<file path="config.mk">
export PLATFORM = sky130hd
export DESIGN_NAME = itcm_boot_arb
export DESIGN_NICKNAME = d
export VERILOG_FILES = /design/src/rtl/itcm_boot_arb.sv
export SDC_FILE = /design/constraint.sdc
export NUM_CORES = 1
export LEC_CHECK = 0
export ABC_CLOCK_PERIOD_IN_PS = 5150
export CORE_ASPECT_RATIO = 0.6
export CORE_MARGIN = 3
export CORE_UTILIZATION = 36
export DETAILED_ROUTE_END_ITERATION = 8
export GPL_TIMING_DRIVEN = 0
export PLACE_DENSITY_LB_ADDON = 0.15
export SLEW_MARGIN = 20
export SYNTH_ARGS = -nofsm -noshare
export SYNTH_HDL_FRONTEND = slang
export SYNTH_SLANG_ARGS = --single-unit
</file>
<file path="constraint.sdc">
create_clock -name clk -period 5.15 [get_ports clk]
set_clock_uncertainty 0.1 [all_clocks]
set_input_delay 1.545 -clock clk [delete_from_list [all_inputs] [get_ports clk]]
set_output_delay 1.545 -clock clk [all_outputs]
set_load 0.05 [all_outputs]
</file>
<file path="src/rtl/itcm_boot_arb.sv">
// ITCM owner: streams a boot image from the loader, then arbitrates each cycle
// between CPU fetch (priority) and debug writes with a starvation limit.
module itcm_boot_arb #(
  parameter int PC_WIDTH   = 32,
  parameter int ADDR_W     = 10,
  parameter int DEPTH      = 1024,
  parameter int STARVE_MAX = 4
) (
  input  logic                clk,
  input  logic                rst,
  input  logic                boot_start,
  input  logic                ld_valid,
  output logic                ld_ready,
  input  logic [31:0]         ld_data,
  input  logic                ld_last,
  output logic                cpu_en,
  output logic                load_done,
  output logic                load_err,
  input  logic                rd_insn_en,
  input  logic [PC_WIDTH-1:0] pc,
  output logic [31:0]         insn,
  output logic                insn_valid,
  output logic                fetch_stall,
  input  logic                dbg_req,
  input  logic [ADDR_W-1:0]   dbg_addr,
  input  logic [31:0]         dbg_wdata,
  output logic                dbg_ack,
  output logic                mem_en,
  output logic                mem_we,
  output logic [ADDR_W-1:0]   mem_addr,
  output logic [31:0]         mem_wdata,
  input  logic [31:0]         mem_rdata
);
  localparam int SW = $clog2(STARVE_MAX + 1);
  localparam logic [1:0] S_IDLE = 2'd0, S_LOAD = 2'd1, S_RUN = 2'd2;

  logic [1:0]        state;
  logic [ADDR_W-1:0] cnt;
  logic [SW-1:0]     starve;
  logic              rd_pend;
  logic [31:0]       insn_hold;

  logic in_load, in_run, ld_xfer, dbg_gnt, fetch_gnt;
  logic unused_pc;

  // Reset masks the combinational grants so an abort never issues an access.
  assign in_load   = (state == S_LOAD) && !rst;
  assign in_run    = (state == S_RUN) && !rst;
  assign ld_xfer   = in_load && ld_valid;
  assign dbg_gnt   = in_run && !boot_start && dbg_req &&
                     (!rd_insn_en || starve == SW'(STARVE_MAX));
  assign fetch_gnt = in_run && !boot_start && rd_insn_en && !dbg_gnt;

  assign ld_ready    = in_load;
  assign dbg_ack     = dbg_gnt;
  assign fetch_stall = dbg_gnt && rd_insn_en;
  assign mem_en      = ld_xfer || dbg_gnt || fetch_gnt;
  assign mem_we      = ld_xfer || dbg_gnt;

  always_comb begin
    mem_addr  = '0;
    mem_wdata = '0;
    if (ld_xfer) begin
      mem_addr  = cnt;
      mem_wdata = ld_data;
    end else if (dbg_gnt) begin
      mem_addr  = dbg_addr;
      mem_wdata = dbg_wdata;
    end else if (fetch_gnt) begin
      mem_addr  = pc[ADDR_W+1:2];
    end
  end

  // ITCM read data lands one cycle after the grant; hold it afterwards.
  assign insn_valid = rd_pend;
  assign insn       = rd_pend ? mem_rdata : insn_hold;
  assign unused_pc  = ^{pc[PC_WIDTH-1:ADDR_W+2], pc[1:0]};

  always_ff @(posedge clk) begin
    if (rst) begin
      state     <= S_IDLE;
      cnt       <= '0;
      starve    <= '0;
      rd_pend   <= 1'b0;
      insn_hold <= '0;
      cpu_en    <= 1'b0;
      load_done <= 1'b0;
      load_err  <= 1'b0;
    end else begin
      rd_pend <= fetch_gnt;
      if (rd_pend) insn_hold <= mem_rdata;
      if (in_run && dbg_req && !dbg_gnt && !boot_start) starve <= starve + 1'b1;
      else                                               starve <= '0;
      case (state)
        S_IDLE: if (boot_start) begin
          state     <= S_LOAD;
          cnt       <= '0;
          load_done <= 1'b0;
          load_err  <= 1'b0;
        end
        S_LOAD: if (ld_valid) begin
          if (ld_last) begin
            state     <= S_RUN;
            load_done <= 1'b1;
            cpu_en    <= 1'b1;
          end else if (cnt == ADDR_W'(DEPTH - 1)) begin
            state    <= S_IDLE;
            load_err <= 1'b1;
          end else begin
            cnt <= cnt + 1'b1;
          end
        end
        S_RUN: if (boot_start) begin
          state     <= S_LOAD;
          cpu_en    <= 1'b0;
          cnt       <= '0;
          load_done <= 1'b0;
          load_err  <= 1'b0;
        end
        default: state <= S_IDLE;
      endcase
    end
  end
endmodule

</file>
==> results.cfg <==
[logic_synthesis]
synth-simple-area-share = 0.216
synth.distinct_cells = 50
synth_top_area_frac = 0.360
synth.most_common_cell = dfxtp_1
synthAdderAreaFrac = 0.0132
synth_compound_area_frac = 0.218
synth_top_cell_by_area = dfxtp_1
ys_ff_latch = 51
synthXorXnorAreaFrac = 0.00309
netlist_area_sq_um = 2840
synth_top_family_by_area = compound AO/OA/AOI/OAI gates
yosysSeqAreaShare = 0.360
netlist_instances = 291
synth_edf_count = 0
synth.net_count = 439
synth_area_leaders = dfxtp_1 (36%), mux2_2 (11%), a22o_1 (9.9%), and2_1 (9.0%), a221o_1 (3.5%)
synth.area.mux_share = 0.131
yosysWarnings = 0
ys.flop_type = dfxtp_1
synthArstFlopShare = 0
avgSynthCellArea_sq_um = 9.74
yosys-top-cells-count = dfxtp_1 (51), and2_1 (41), a22o_1 (32)

[setup_path]
cp_data_required_time_ns = 3.51
reg2reg_depth = 5
slowest_delay_ns = 0.60
cp_max_fo = 10
crit_slowest_cell = clkdlybuf4s50_1
r2r_slack_ns = 3.27
path_cells = clkdlybuf4s50_1 -> and3_1 -> buf_2 -> buf_6 -> buf_2 -> a22o_1 -> buf_2
cp_common_cell = buf_2
cp-end-kind = output pin
r2r_start = cnt[0]
start_kind = primary input
critical_path_class = primary input to output pin
arrival_ns = 3.37
rr_endpoint = cnt[7]

[detailed_routing]
vias = 3085
wl_um = 10800
detail_route.wl_per_cell_um = 17.7
drt-initial-drc-count = 170
firstDrtPassIters = 5
postRouteAntennaNets = 0
remaining_drc_errors = 0
viasPerCell = 5.05

[hold_path]
worst_hold_path_type = flip-flop to flip-flop
hold-path-endpoint = starve[0]
min_path_cells = 1
min_from = starve[0]

[timing]
fin_crit_sh = 0.974
max_freq_mhz = 199
rsz0062_at_grt = false
setup-violations-final = 0
setup_ws_ns = 0.134
period_minus_slack_ns = 5.02
drv_slew = 0
hold_violations = 0
slew_headroom = 0.645
tightest_slew_ns = 0.531

[status]
outcome = complete, no violations

[clocking]
cts_tree = done
clock_latency_ns = 0.29
cts.sinks = 51
ctsHtreeMaxLevel = 2
cts_root_buf = clkbuf_16
clk_pin_slew_ns = 0.07
numCtsBuffers = 5
cts_buffer_depth = 2

[cells_and_area]
diodes = 0
finalNetCount = 654
syn2layout_area_growth_pct = 76.7
drive_gt1_frac = 0.221
design_area_sq_um = 5010

[die]
fp.dieH_um = 74.7
start_util = 0.381
core_area_sq_um = 7450
fp.dieArea_sq_um = 9010
die_w_um = 121
ios = 228
rows = 24

[placed_design]
gp_congestion = 0.912
hpwl_um = 8590
port_buffers = 204
dp_slack_ns = -0.559
place_area_sq_um = 5010

[global_routing]
grt_max_degree = 17
track_usage = 0.223
grt_pass1_vias = 2929
grt_pass1_wl_um = 16000
overflow = 0
antenna_found_initial = 0

[job]
cap_violations = 0

[pwr]
p_per_area_nw_per_um2 = 215
power_mw = 1.08
power_leakage_nw = 2.12
vdd_drop_max_uv = 199
[where the power goes]
part / switching (mW) / internal [mW] / total [mW]
Clock: 0.149 / 0.278 / 0.427
Combinational: 0.123 / 0.124 / 0.247
Sequential: 0.00337 / 0.399 / 0.403
Total: 0.275 / 0.802 / 1.08
[how the worst max path moves through the flow]
stage,endpoint,startpoint,slack [ns],cells after the start
after floorplan,mem_wdata[16],rst,0.47,6
after global placement,mem_addr[3],boot_start,-0.53,7
after detailed placement,mem_addr[3],boot_start,-0.56,7
after CTS,mem_we,boot_start,0.002,7
after global routing,mem_wdata[18],ld_valid,0.02,7
final,mem_wdata[18],ld_valid,0.13,7
[what timing repair did]
item,in CTS,in global routing
setup buffers,1,3
pin swaps,0,2
gates resized for setup,222,7
setup endpoints to repair,46,46
hold buffers,0,0
[kinds of logic after synthesis]
logic type	after synthesis
xor gates and xnor gates	1
AOI/OAI and AO/OA	78
buffers and inverters	32
and+or+nand+nor	93
adders and majority gates	3
DFF	51
muxes	33
[sequential cells by signal (all words and copies together), names as in the netlist]
name,cells
cnt,10
load_done,1
state,2
insn_valid,1
load_err,1
cpu_en,1
insn_hold,32
starve,3
[metrics by stage]
step	instances	hold WS, ns	utilization	TNS (ns)
global route	611	0.370	0.673	0
detailed placement	599	0.339	0.672	-22.48
floorplan	291	0.317	-	0
CTS	608	0.355	0.672	0
finish	611	0.353	0.673	0
global placement	599	0.330	0.672	-20.92
[routing by layer]
metal | part of all wire | vias to the layer above | track usage
li1 | - | 1508 | -
met1 | 0.46 | 1451 | 0.305
met3 | 0.076 | 5 | 0.0721
met5 | 0 | - | 0
met2 | 0.46 | 121 | 0.359
met4 | 0.0030 | 0 | 0.0276
[worst max-delay path, delay by kind of cell]
family | cells | cell delay (ns)
buffers and inverters | 5 | 1.46
AOI/OAI and AO/OA | 1 | 0.16
and+or+nand+nor | 1 | 0.19
[placed cells by master, fill, tap and decap left out, types with 4 or more instances in the layout]
cell type        count
a22o_1              32
clkdlybuf4s50_1    157
inv_1                7
clkbuf_1             7
a211oi_1             6
clkbuf_16            5
nor2_1               6
buf_2               52
and3_1               4
o21ai_0              5
and2_1              41
nand2_1              7
o21ai_1              4
a31oi_1              5
nand4_1              4
and2_0               4
buf_4                9
a21oi_1              4
a221o_1             10
dfxtp_1             51
mux2_2              28
nand3_1              6
mux2_1               4
[layout make-up]
type / count / area [sq um]
clock inverters: 3 / 67.6
well taps: 104 / 130
clock buffers: 5 / 125
inverters: 7 / 26.3
flip-flops and latches: 51 / 1020
repair buffers: 208 / 1850
plain buffers: 25 / 143
multi-input cells: 208 / 1650
fillers: 657 / 2440
Power figures use the tool's default switching activity.
